$ cat config.mk
export PLATFORM = sky130hd
export DESIGN_NAME = seq_divider_flat
export DESIGN_NICKNAME = d
export VERILOG_FILES = /design/src/rtl/seq_divider_if.sv /design/src/rtl/seq_divider.sv /design/src/flat_wrapper.sv
export SDC_FILE = /design/constraint.sdc
export NUM_CORES = 1
export LEC_CHECK = 0
export BUFFER_PORTS_ARGS = -buffer_cell sky130_fd_sc_hd__buf_2
export CAP_MARGIN = 20
export CORE_UTILIZATION = 39
export CTS_BUF_LIST = sky130_fd_sc_hd__clkbuf_8
export DETAILED_ROUTE_END_ITERATION = 8
export PLACE_DENSITY_LB_ADDON = 0.2
export REMOVE_ABC_BUFFERS = 1
export SETUP_SLACK_MARGIN = 0.02
export SLEW_MARGIN = 20
export SYNTH_ARGS = -nofsm -noshare
export SYNTH_HDL_FRONTEND = slang
export SYNTH_SLANG_ARGS = --single-unit
$ cat constraint.sdc
create_clock -name clk -period 2.3 [get_ports clk]
set_input_delay 0.23 -clock clk [delete_from_list [all_inputs] [get_ports clk]]
set_output_delay 0.23 -clock clk [all_outputs]
set_load 0.02 [all_outputs]
$ cat src/rtl/seq_divider_if.sv
// Start/busy/done handshake and operand/result bus between the ALU controller and seq_divider.
// SEQ_DIVIDER_SIGNED_EN adds the is_signed operand qualifier.
interface seq_divider_if #(
  parameter int WIDTH = 8
);
  logic             start;
  logic [WIDTH-1:0] dividend;
  logic [WIDTH-1:0] divisor;
`ifdef SEQ_DIVIDER_SIGNED_EN
  logic             is_signed;
`endif
  logic             busy;
  logic             done;
  logic [WIDTH-1:0] quotient;
  logic [WIDTH-1:0] remainder;
  logic             div_by_zero;

  modport master (
`ifdef SEQ_DIVIDER_SIGNED_EN
    output is_signed,
`endif
    output start, dividend, divisor,
    input  busy, done, quotient, remainder, div_by_zero
  );

  modport slave (
`ifdef SEQ_DIVIDER_SIGNED_EN
    input  is_signed,
`endif
    input  start, dividend, divisor,
    output busy, done, quotient, remainder, div_by_zero
  );
endinterface

$ cat src/rtl/seq_divider.sv
// Sequential restoring divider, one quotient bit per clock, start/busy/done handshake.
// Define SEQ_DIVIDER_SIGNED_EN for two's-complement operands (truncating division).
module seq_divider #(
  parameter int WIDTH = 8
) (
  input  logic          clk,
  input  logic          rst_n,
  seq_divider_if.slave  bus
);
  localparam int CNT_W = $clog2(WIDTH);

  typedef enum logic [1:0] {S_IDLE, S_CALC, S_DONE} state_t;

  state_t                r_state;
  state_t                w_next;
  logic [CNT_W-1:0]      r_cnt;
  logic                  w_accept;

  logic [WIDTH-1:0]      r_p;
  logic [WIDTH-1:0]      r_q;
  logic [WIDTH-1:0]      r_div;
  logic [WIDTH-1:0]      r_dvd_raw;
  logic                  r_zero;
  logic [WIDTH:0]        w_p_shift;
  logic signed [WIDTH:0] w_t;
  logic [WIDTH-1:0]      w_dvd_mag;
  logic [WIDTH-1:0]      w_dvs_mag;
  logic [WIDTH-1:0]      w_quo_fix;
  logic [WIDTH-1:0]      w_rem_fix;

  logic                  r_done;
  logic [WIDTH-1:0]      r_quo;
  logic [WIDTH-1:0]      r_rem;
  logic                  r_dbz;

`ifdef SEQ_DIVIDER_SIGNED_EN
  logic                  r_neg_q;
  logic                  r_neg_r;

  function automatic logic [WIDTH-1:0] negate_if(input logic [WIDTH-1:0] v, input logic neg);
    return neg ? ((~v) + WIDTH'(1)) : v;
  endfunction

  // |most-negative| still fits as an unsigned WIDTH-bit magnitude.
  function automatic logic [WIDTH-1:0] magnitude(input logic [WIDTH-1:0] v, input logic sgn);
    return negate_if(v, sgn & v[WIDTH-1]);
  endfunction

  assign w_dvd_mag = magnitude(bus.dividend, bus.is_signed);
  assign w_dvs_mag = magnitude(bus.divisor, bus.is_signed);
  assign w_quo_fix = negate_if(r_q, r_neg_q);
  assign w_rem_fix = negate_if(r_p, r_neg_r);
`else
  assign w_dvd_mag = bus.dividend;
  assign w_dvs_mag = bus.divisor;
  assign w_quo_fix = r_q;
  assign w_rem_fix = r_p;
`endif

  assign w_accept = (r_state == S_IDLE) && bus.start;

  always_ff @(posedge clk) begin
    if (!rst_n) begin
      r_state <= S_IDLE;
      r_cnt   <= '0;
    end else begin
      r_state <= w_next;
      if (w_accept)
        r_cnt <= CNT_W'(WIDTH - 1);
      else if (r_state == S_CALC)
        r_cnt <= r_cnt - CNT_W'(1);
    end
  end

  always_comb begin
    w_next = r_state;
    case (r_state)
      S_IDLE: if (bus.start) w_next = (bus.divisor == '0) ? S_DONE : S_CALC;
      S_CALC: if (r_cnt == '0) w_next = S_DONE;
      S_DONE: w_next = S_IDLE;
      default: w_next = S_IDLE;
    endcase
  end

  // P < 2*divisor, so T lies in [-divisor, divisor) and WIDTH+1 signed bits suffice.
  assign w_p_shift = {r_p, r_q[WIDTH-1]};
  assign w_t       = $signed(w_p_shift) - $signed({1'b0, r_div});

  always_ff @(posedge clk) begin
    if (w_accept) begin
      r_p       <= '0;
      r_q       <= w_dvd_mag;
      r_div     <= w_dvs_mag;
      r_dvd_raw <= bus.dividend;
      r_zero    <= (bus.divisor == '0);
`ifdef SEQ_DIVIDER_SIGNED_EN
      r_neg_q   <= bus.is_signed & (bus.dividend[WIDTH-1] ^ bus.divisor[WIDTH-1]);
      r_neg_r   <= bus.is_signed & bus.dividend[WIDTH-1];
`endif
    end else if (r_state == S_CALC) begin
      r_p <= w_t[WIDTH] ? w_p_shift[WIDTH-1:0] : w_t[WIDTH-1:0];
      r_q <= {r_q[WIDTH-2:0], ~w_t[WIDTH]};
    end
  end

  // Results are published only on leaving DONE and hold otherwise.
  always_ff @(posedge clk) begin
    if (!rst_n) begin
      r_done <= 1'b0;
      r_quo  <= '0;
      r_rem  <= '0;
      r_dbz  <= 1'b0;
    end else begin
      r_done <= (r_state == S_DONE);
      if (w_accept)
        r_dbz <= 1'b0;
      if (r_state == S_DONE) begin
        if (r_zero) begin
          r_quo <= '1;
          r_rem <= r_dvd_raw;
          r_dbz <= 1'b1;
        end else begin
          r_quo <= w_quo_fix;
          r_rem <= w_rem_fix;
          r_dbz <= 1'b0;
        end
      end
    end
  end

  assign bus.busy        = (r_state != S_IDLE);
  assign bus.done        = r_done;
  assign bus.quotient    = r_quo;
  assign bus.remainder   = r_rem;
  assign bus.div_by_zero = r_dbz;
endmodule

$ cat src/flat_wrapper.sv
// flat-port wrapper written by rule: the top's interface ports become plain ports
module seq_divider_flat 
#(
  parameter int WIDTH = 8
)
  (clk, rst_n, bus_start, bus_dividend, bus_divisor, bus_busy, bus_done, bus_quotient, bus_remainder, bus_div_by_zero);
  seq_divider_if #(.WIDTH(WIDTH)) bus_i ();
  input  logic clk;
  input  logic rst_n;
  input wire logic [$bits(bus_i.start)-1:0] bus_start;
  input wire logic [$bits(bus_i.dividend)-1:0] bus_dividend;
  input wire logic [$bits(bus_i.divisor)-1:0] bus_divisor;
  output wire logic [$bits(bus_i.busy)-1:0] bus_busy;
  output wire logic [$bits(bus_i.done)-1:0] bus_done;
  output wire logic [$bits(bus_i.quotient)-1:0] bus_quotient;
  output wire logic [$bits(bus_i.remainder)-1:0] bus_remainder;
  output wire logic [$bits(bus_i.div_by_zero)-1:0] bus_div_by_zero;
  assign bus_i.start = bus_start;
  assign bus_i.dividend = bus_dividend;
  assign bus_i.divisor = bus_divisor;
  assign bus_busy = bus_i.busy;
  assign bus_done = bus_i.done;
  assign bus_quotient = bus_i.quotient;
  assign bus_remainder = bus_i.remainder;
  assign bus_div_by_zero = bus_i.div_by_zero;
  seq_divider #(.WIDTH(WIDTH)) u_core (.clk(clk), .rst_n(rst_n), .bus(bus_i));
endmodule
==> impl_metrics.json, run 1 <==
{
  "status": "complete, but fails checks",
  "failed_checks": "negative setup slack",
  "synth-xor-area-share_pct": 2.04,
  "dieHeight_um": 83.3,
  "grt_max_degree": 36,
  "cts_made_buffers": 5,
  "postCtsHoldBufs": 0,
  "clock_skew_ns": 0.0104,
  "slew_violations": 0,
  "area_growth_pct": 17.1,
  "rsz0062_at_grt": "yes",
  "cts-root-buf": "clkbuf_8",
  "p_int_mw": 1.72,
  "routed_wl_um": 5210,
  "cp.arrival_ns": 2.55,
  "via_per_inst": 5.00,
  "p_seq_share_pct": 49.6,
  "grt_pass1_wl_um": 8520,
  "drt_pass1_iterations": 4,
  "placed_area_um2": 2890,
  "design_area_um2": 3010,
  "synth_area_um2": 2570,
  "slew_headroom_pct": 46.3,
  "hp-class": "input port to flip-flop",
  "cap_violations": 0,
  "rrSetupSlack_ns": -0.05,
  "yosys.area.top_type": "edfxtp_1",
  "synth_simple_gate_area_share_pct": 14.3,
  "synth_top_area_share_pct": 29.2,
  "crit_required_ns": 2.50,
  "synthMuxAreaShare_pct": 5.44,
  "swShare_pct": 31.9,
  "synth_compound_area_share_pct": 14.8,
  "endpoint_kind": "flip-flop",
  "core-area_um2": 6350,
  "antenna_found_initial": 0,
  "path_clk_slew_ns": 0.10,
  "worst_slew_pin_slew_ns": 0.805,
  "pin_count": 38,
  "dieArea_um2": 6930,
  "critical_path_class": "flip-flop to flip-flop",
  "layout_commonest_cell": "nand2_1",
  "gr-total-overflow": 0,
  "synth-seq-cells": 56,
  "setup_violations": 5,
  "ant_nets": 0,
  "yosys.area_share.adder_pct": 5.64,
  "critPathMaxFanout": 6,
  "place_congestion": 0.809,
  "cts_tree": "yes",
  "grt_pass1_vias": 1777,
  "setup_ws_ns": -0.0499,
  "dpl.hpwl_um": 3740,
  "synth.distinct_cells": 40,
  "synth_top_family_by_area": "compound AO/OA/AOI/OAI gates",
  "hold_violations": 0,
  "finalNetCount": 322,
  "synth_area_leaders": "edfxtp_1, dfxtp_1, nand2_1",
  "final_cell_mix": "nand2_1, buf_2, dfxtp_1, edfxtp_1, o211a_1",
  "critical-path-top-delay-family": "compound AO/OA/AOI/OAI gates",
  "p_sw_mw": 0.806,
  "ys_seq_area_share_pct": 53.3,
  "row_count": 29,
  "dr_total_vias": 1850,
  "cp_slowest_stage_delay_ns": 0.41,
  "cp-start-kind": "flip-flop",
  "leakage_nw": 1.52,
  "clock_latency_ns": 0.31,
  "start_util_pct": 40.6,
  "cp_slowest_cell": "edfxtp_1",
  "grt_usage_pct": 15.7,
  "post_drt_wl_per_cell_um": 14.1,
  "max_freq_mhz": 426,
  "ir_drop_uv": 360,
  "ys_warn_count": 0,
  "combPwrFrac_pct": 28.5,
  "io_buffer_count": 37,
  "die_x_um": 83.3,
  "path_cells": "inv_1, ha_2, inv_2, fa_2, a211oi_2, nor3b_2, mux2i_1, a2111oi_4, buf_4, mux2i_1, o21ai_1",
  "netlist_instances": 246,
  "drc": 0,
  "drtIter0Drc": 62,
  "cts_sinks": 56,
  "period_share_pct": 102,
  "drive_gt1_share_pct": 23.2,
  "clockPowerShare_pct": 21.9,
  "powerDensity_nw_per_um2": 837,
  "post-route-min-period_ns": 2.35,
  "finalPower_mw": 2.52,
  "crit_top_cell": "mux2i_1",
  "antenna_cells": 0,
  "clockBufferDepth": 2,
  "cp_num_buf_inv": 3,
  "synth_area_per_cell_um2": 10.5,
  "h-tree-depth": 2
}
## final timing paths
check | end | depth (start not counted) | from
max | u_core.r_p[1]$_SDFFE_PP0P_ | 11 | u_core.r_q[7]$_DFFE_PP_
min | u_core.r_div[4]$_DFFE_PP_ | 1 | bus_divisor[4]
max reg2reg | u_core.r_p[1]$_SDFFE_PP0P_ | 11 | u_core.r_q[7]$_DFFE_PP_
min reg2reg | u_core.r_state[1]$_SDFFE_PN0P_ | 1 | u_core.r_state[1]$_SDFFE_PN0P_
## through the flow
stage	setup TNS [ns]	hold WS, ns	worst slack (ns)	instances	utilization (%)
2_1_floorplan	-3.15	0.329	-0.375	233	-
3_3_place_gp	-1.90	0.419	-0.246	359	45.6
6_report	-0.125	0.0984	-0.0499	370	47.5
4_1_cts	-0.343	0.0887	-0.0727	368	47.2
5_1_grt	-1.09	0.0813	-0.174	370	47.5
3_5_place_dp	-2.34	0.421	-0.314	359	45.6
## Yosys cell counts, drive strengths merged
| cell | n |
|---|---|
| mux2i | 14 |
| buf | 2 |
| o211a | 17 |
| fa | 1 |
| nand4b | 1 |
| clkbuf | 11 |
| a311o | 1 |
| a21oi | 6 |
| nor2b | 4 |
| o211ai | 1 |
| ha | 10 |
| o31ai | 1 |
| nor3 | 2 |
| nand3 | 3 |
| a2111oi | 1 |
| nand2b | 1 |
| inv | 16 |
| dfxtp | 31 |
| o311ai | 1 |
| a21o | 1 |
| nor3b | 2 |
| a21boi | 1 |
| xor2 | 3 |
| edfxtp | 25 |
| nor2 | 13 |
| and2 | 4 |
| o21ai | 9 |
| o22ai | 1 |
| o21bai | 1 |
| o21a | 1 |
| nand2 | 52 |
| o311a | 2 |
| a211oi | 1 |
| a31oi | 1 |
| or4 | 2 |
| xnor2 | 3 |
## layer usage
| layer | GRT usage (%) | routed length (um) | vias up |
|---|---|---|---|
| li1 | - | - | 951 |
| met1 | 20.3 | 2420 | 861 |
| met2 | 26.3 | 2540 | 32 |
| met3 | 3.58 | 180 | 6 |
| met4 | 4.70 | 62 | 0 |
| met5 | 0 | 0 | - |
## power by group through the flow
stage               Combinational, mW  Sequential, mW  Clock (mW)
CTS                             0.716            1.25       0.577
floorplan                       0.463            1.27           0
detailed placement              0.694            1.28           0
global route                    0.794            1.27       0.611
global placement                0.686            1.27           0
finish                          0.719            1.25       0.553
## logic make-up (layout without fill, tap and decap cells)
logic type / count (synthesis) / after routing
AO/OA/AOI/OAI: 46 / 46
adder cells (fa/ha/maj): 11 / 11
multiplexers: 14 / 14
buffers and inverters: 29 / 76
AND/OR/NAND/NOR: 84 / 84
flip-flops: 56 / 56
XOR/XNOR: 6 / 6
## worst reg2reg max path: stages (launching register included)
cell,delay [ns]
edfxtp_1,0.41
inv_1,0.07
ha_2,0.18
inv_2,0.04
fa_2,0.34
a211oi_2,0.25
nor3b_2,0.08
mux2i_1,0.15
a2111oi_4,0.22
buf_4,0.22
mux2i_1,0.20
o21ai_1,0.08
## what timing repair did
item / in CTS / in global routing
setup endpoints to repair: 9 / 9
resized for setup: 4 / 1
setup buffers: 1 / 2
pin swaps: 3 / 1
## flip-flops by register name (all words and copies together) (netlist names)
register                cells
u_core.bus.done             1
u_core.bus.quotient         8
u_core.r_zero               1
u_core.r_state              2
u_core.r_cnt                3
u_core.r_dvd_raw            8
u_core.r_p                  8
u_core.bus.remainder        8
u_core.bus.div_by_zero      1
u_core.r_div                8
u_core.r_q                  8
## final cells by class
class                      count  area [um2]
tap                           77        96.3
timing repair buffer          52         298
clock buffer                   5        68.8
inverter                      16        60.1
multi-input combinational    161        1100
clock inverter                 3        20.0
fill                         613        3340
sequential                    56        1370
Power figures use the tool's default switching activity.
==> run 2, diff against run 1 <==
--- a/config.mk
+++ b/config.mk
@@ -7,12 +7,13 @@
 export LEC_CHECK = 0
 export BUFFER_PORTS_ARGS = -buffer_cell sky130_fd_sc_hd__buf_2
 export CAP_MARGIN = 20
+export CORE_MARGIN = 10
 export CORE_UTILIZATION = 39
 export CTS_BUF_LIST = sky130_fd_sc_hd__clkbuf_8
 export DETAILED_ROUTE_END_ITERATION = 8
 export PLACE_DENSITY_LB_ADDON = 0.2
 export REMOVE_ABC_BUFFERS = 1
-export SETUP_SLACK_MARGIN = 0.02
+export SETUP_SLACK_MARGIN = 0.1
 export SLEW_MARGIN = 20
 export SYNTH_ARGS = -nofsm -noshare
 export SYNTH_HDL_FRONTEND = slang
==> constraint.sdc (replaced) <==
create_clock -name clk -period 2.5 [get_ports clk]
set_input_delay 0.25 -clock clk [delete_from_list [all_inputs] [get_ports clk]]
set_output_delay 0.25 -clock clk [all_outputs]
set_load 0.02 [all_outputs]
==> run 2 against run 1 <==
  * The run now ends clean
  * Non-clock buffer count shrank 2
  * Routed wire length increased by 4.6%
  * Combinational power is 4.5% lower
  * Via count rose by 0.11%
  * First-iteration DRC count is 76% higher
  * Fmax rose by 1.7%
  * Critical endpoint unchanged
  * Largest power group unchanged
==> impl_metrics.json, run 2 (synthesized netlist as in run 1, its figures left out) <==
{
  "cp_slowest_cell": "edfxtp_1",
  "rsz0062_at_grt": "yes",
  "grt_pass1_wl_um": 9450,
  "cts_sinks": 56,
  "cp-start-kind": "flip-flop",
  "cts-root-buf": "clkbuf_8",
  "drtIter0Drc": 109,
  "area_growth_pct": 17.0,
  "row_count": 29,
  "gr-total-overflow": 0,
  "h-tree-depth": 2,
  "start_util_pct": 40.3,
  "postCtsHoldBufs": 0,
  "slew_violations": 0,
  "design_area_um2": 3010,
  "clockBufferDepth": 2,
  "cap_violations": 0,
  "powerDensity_nw_per_um2": 780,
  "cts_made_buffers": 5,
  "slew_headroom_pct": 51.3,
  "grt_usage_pct": 11.3,
  "cts_tree": "yes",
  "clock_latency_ns": 0.31,
  "dieArea_um2": 10300,
  "clock_skew_ns": 0.00937,
  "ir_drop_uv": 351,
  "setup_ws_ns": 0.190,
  "ant_nets": 0,
  "leakage_nw": 1.52,
  "path_cells": "inv_1, ha_2, inv_2, fa_2, a211oi_4, nor3b_2, mux2i_2, a2111oi_4, buf_4, mux2i_1, o21ai_1",
  "max_freq_mhz": 433,
  "period_share_pct": 92.4,
  "nFillCells": 632,
  "hp-class": "input port to flip-flop",
  "antenna_found_initial": 0,
  "routed_wl_um": 5450,
  "worst_slew_pin_slew_ns": 0.731,
  "hold_start": "bus_divisor[7]",
  "pin_count": 38,
  "grt_max_degree": 34,
  "critical-path-top-delay-family": "adder cells",
  "core-area_um2": 6390,
  "crit_start": "u_core.r_q[7]$_DFFE_PP_",
  "die_x_um": 101,
  "post_drt_wl_per_cell_um": 14.8,
  "endpoint_kind": "flip-flop",
  "cp.arrival_ns": 2.51,
  "utilization_pct": 47.2,
  "crit_required_ns": 2.70,
  "dp_slack_ns": -0.0862,
  "drc": 0,
  "cp_num_buf_inv": 3,
  "dr_total_vias": 1852,
  "finalNetCount": 320,
  "post-route-min-period_ns": 2.31,
  "drt_pass1_iterations": 4,
  "setup_violations": 0,
  "place_congestion": 0.795,
  "multiInputGateArea_um2": 1110,
  "seqCellArea_um2": 1370,
  "critical_path_class": "flip-flop to flip-flop",
  "dpl.hpwl_um": 4040,
  "dieHeight_um": 101,
  "placed_area_um2": 2890,
  "antenna_cells": 0,
  "rr_startpoint": "u_core.r_q[7]$_DFFE_PP_",
  "status": "finished clean",
  "io_buffer_count": 37,
  "grt_pass1_vias": 1913,
  "final_cell_mix": "nand2_1, buf_2, dfxtp_1, edfxtp_1, o211a_1",
  "drive_gt1_share_pct": 23.0,
  "critPathMaxFanout": 6,
  "layout_commonest_cell": "nand2_1",
  "path_clk_slew_ns": 0.10,
  "hold_violations": 0,
  "cp_slowest_stage_delay_ns": 0.39,
  "finalPower_mw": 2.35,
  "via_per_inst": 5.03
}
## run 2: report_power, final
part | leakage [nW] | switching [mW] | internal [mW]
clock | 0.0485 | 0.309 | 0.202
sequential | 0.495 | 0.0766 | 1.07
combinational | 0.974 | 0.365 | 0.323
total | 1.52 | 0.750 | 1.60
## run 2: through the flow
stage	setup TNS [ns]	hold slack, ns	cells
2_1_floorplan	-1.35	0.349	233
3_3_place_gp	-0.0290	0.437	358
3_5_place_dp	-0.474	0.439	358
4_1_cts	0	0.115	368
5_1_grt	0	0.110	368
6_report	0	0.122	368
## run 2: final cells by class
type / count / area share [%]
Inverter: 16 / 1.99
Sequential cell: 56 / 45.5
Timing Repair Buffer: 50 / 9.39
Clock inverter: 3 / 0.748
Multi-Input combinational cell: 161 / 36.9
Clock buffer: 5 / 2.28
Tap cell: 77 / 3.20
## run 2: path summary, 6_finish.rpt
kind	slack [ns]	cells after the start	to
setup / recovery	0.19	11	u_core.r_p[1]$_SDFFE_PP0P_
hold / removal	0.12	1	u_core.r_div[7]$_DFFE_PP_
setup reg to reg	0.19	11	u_core.r_p[1]$_SDFFE_PP0P_
hold reg to reg	0.50	1	u_core.r_state[1]$_SDFFE_PN0P_
## run 2: what timing repair did
item                                    4_1_cts  5_1_grt
pin swaps                                     2        2
endpoints found under the setup margin        9        8
resized for setup                             2        4
hold endpoints to repair                      0        0
buffers inserted                              2        0
## run 2: per-layer routing
layer,global-route usage [%],part of all wire [%],vias to the layer above
met5,0,0,-
met4,3.00,1.0,0
met3,3.88,5.5,5
met2,17.8,46,33
met1,14.5,48,867
li1,-,-,947
## run 2: worst register-to-register path, cell delays in order, from the launching register on
cell and delay (ns):
edfxtp_1 0.39, inv_1 0.07, ha_2 0.17, inv_2 0.04
fa_2 0.36, a211oi_4 0.23, nor3b_2 0.08, mux2i_2 0.17
a2111oi_4 0.21, buf_4 0.21, mux2i_1 0.20, o21ai_1 0.07
==> run 3, diff against run 2 <==
--- a/config.mk
+++ b/config.mk
@@ -5,7 +5,7 @@
 export SDC_FILE = /design/constraint.sdc
 export NUM_CORES = 1
 export LEC_CHECK = 0
-export BUFFER_PORTS_ARGS = -buffer_cell sky130_fd_sc_hd__buf_2
+export BUFFER_PORTS_ARGS = -buffer_cell sky130_fd_sc_hd__buf_4
 export CAP_MARGIN = 20
 export CORE_MARGIN = 10
 export CORE_UTILIZATION = 39
==> run 3 against run 2 <==
  * Die area stayed put
  * Worst setup slack worse by 0.058 ns
  * Register-to-register slack worse by 0.06 ns
  * Cell count is 0.27% lower
  * Critical path depth stayed put
  * Cell area is 3.6% higher
  * Hold slack worse by 0.0042 ns
  * Clock skew is 0.0020 ns lower
  * Critical endpoint unchanged
  * Largest power group unchanged
  * Highest routed layer unchanged
==> impl_metrics.json, run 3 (synthesized netlist as in run 1, its figures left out) <==
{
  "status": "finished clean",
  "row_count": 29,
  "dieArea_um2": 10300,
  "slew_violations": 0,
  "die_x_um": 101,
  "place_congestion": 0.795,
  "leakage_nw": 1.54,
  "dpl.hpwl_um": 3950,
  "h-tree-depth": 2,
  "setup_violations": 0,
  "clock_skew_ns": 0.00738,
  "cts_tree": "yes",
  "cp.arrival_ns": 2.56,
  "cp_slowest_stage_delay_ns": 0.40,
  "multiInputGateArea_um2": 1110,
  "pin_count": 38,
  "gr-total-overflow": 0,
  "hold_start": "bus_divisor[3]",
  "clockBufferDepth": 2,
  "grt_pass1_wl_um": 8980,
  "via_per_inst": 5.02,
  "core-area_um2": 6390,
  "cap_violations": 0,
  "nFillCells": 596,
  "whs_ns": 0.118,
  "post-route-min-period_ns": 2.37,
  "cts-root-buf": "clkbuf_8",
  "grt_pass1_vias": 1875,
  "max_freq_mhz": 422,
  "reg2reg_depth": 11,
  "cp-start-kind": "flip-flop",
  "grt_max_degree": 36,
  "endpoint_kind": "flip-flop",
  "setup_ws_ns": 0.132,
  "slew_headroom_pct": 47.1,
  "period_share_pct": 94.7,
  "cts_sinks": 56,
  "io_buffer_count": 37,
  "hold_violations": 0,
  "finalPower_mw": 2.45,
  "start_util_pct": 40.3,
  "worstReg2RegEnd": "u_core.r_p[1]$_SDFFE_PP0P_",
  "powerDensity_nw_per_um2": 784,
  "dieHeight_um": 101,
  "critPathMaxFanout": 6,
  "clock_latency_ns": 0.31,
  "drt_pass1_iterations": 4,
  "layout_commonest_cell": "nand2_1",
  "seqCellArea_um2": 1370,
  "worst_slew_pin_slew_ns": 0.793,
  "rrSetupSlack_ns": 0.13,
  "dr_total_vias": 1841,
  "antenna_cells": 0,
  "final_cell_mix": "nand2_1, buf_4, dfxtp_1, edfxtp_1, o211a_1",
  "hp-class": "input port to flip-flop",
  "drtIter0Drc": 71,
  "rsz0062_at_grt": "yes",
  "path_clk_slew_ns": 0.10,
  "rr_startpoint": "u_core.r_q[7]$_DFFE_PP_",
  "dp_slack_ns": -0.0778,
  "routed_wl_um": 5450,
  "cts_made_buffers": 5,
  "path_cells": "inv_1, ha_2, inv_2, fa_2, a211oi_4, nor3b_2, mux2i_2, a2111oi_4, buf_4, mux2i_1, o21ai_1",
  "ant_nets": 0,
  "post_drt_wl_per_cell_um": 14.8,
  "ir_drop_uv": 332,
  "critical_path_class": "flip-flop to flip-flop",
  "min_to": "u_core.r_div[3]$_DFFE_PP_",
  "holdPathStages": 1,
  "cp_slowest_cell": "edfxtp_1",
  "finalNetCount": 319,
  "area_growth_pct": 21.2,
  "crit_required_ns": 2.69,
  "drc": 0,
  "drive_gt1_share_pct": 22.8,
  "grt_usage_pct": 10.8,
  "antenna_found_initial": 0
}
==> run 3: final cells by class <==
class	instances	area share, %
clock buffer	5	2.20
clock inverter	3	1.36
inverter	16	1.92
multi-input combinational	161	35.7
sequential	56	43.9
tap	77	3.09
timing repair buffer	49	11.8
==> run 3: stage by stage <==
stage | cell area [um2] | instances | utilization [%] | TNS [ns]
2_1_floorplan | 2520 | 233 | - | -1.35
3_3_place_gp | 2970 | 357 | 46.5 | -0.0406
3_5_place_dp | 2970 | 357 | 46.5 | -0.439
4_1_cts | 3100 | 366 | 48.5 | 0
5_1_grt | 3120 | 367 | 48.9 | -0.000567
6_report | 3120 | 367 | 48.9 | 0
==> run 3: worst max path at each step <==
stage	from	end	slack, ns	cells after the start
detailed placement	u_core.r_q[7]$_DFFE_PP_	u_core.r_p[1]$_SDFFE_PP0P_	-0.08	11
global placement	u_core.r_q[7]$_DFFE_PP_	u_core.r_p[3]$_SDFFE_PP0P_	-0.009	11
CTS	u_core.r_q[7]$_DFFE_PP_	u_core.r_p[1]$_SDFFE_PP0P_	0.13	11
global route	u_core.r_q[7]$_DFFE_PP_	u_core.r_p[5]$_SDFFE_PP0P_	-0.0006	11
finish	u_core.r_q[7]$_DFFE_PP_	u_core.r_p[1]$_SDFFE_PP0P_	0.13	11
floorplan	u_core.r_q[7]$_DFFE_PP_	u_core.r_p[1]$_SDFFE_PP0P_	-0.18	10
==> run 3: per-layer routing <==
metal	up-vias	GRT usage (%)	routed length, um
met4	0	3.54	75
met5	-	0	0
li1	942	-	-
met3	9	4.22	364
met1	850	13.3	2430
met2	40	17.1	2580
==> run 3: repair_timing <==
action / 4_1_cts / 5_1_grt
hold buffers: 0 / 0
gates resized for setup: 2 / 6
setup endpoints to repair: 9 / 9
buffers inserted: 1 / 1
pin swaps: 2 / 1
==> run 3: power breakdown <==
part | switching [mW] | total, mW | internal [mW]
sequential | 0.0789 | 1.15 | 1.07
clock | 0.301 | 0.601 | 0.299
combinational | 0.358 | 0.695 | 0.337
total | 0.738 | 2.45 | 1.71
==> run 3: critical path: cells and delay by family (launching register included) <==
family,cells,cell delay [ns]
compound gates,3,0.54
fa+ha+maj,2,0.53
buf+inv,3,0.33
flops,1,0.40
mux,2,0.36
simple gates,1,0.08
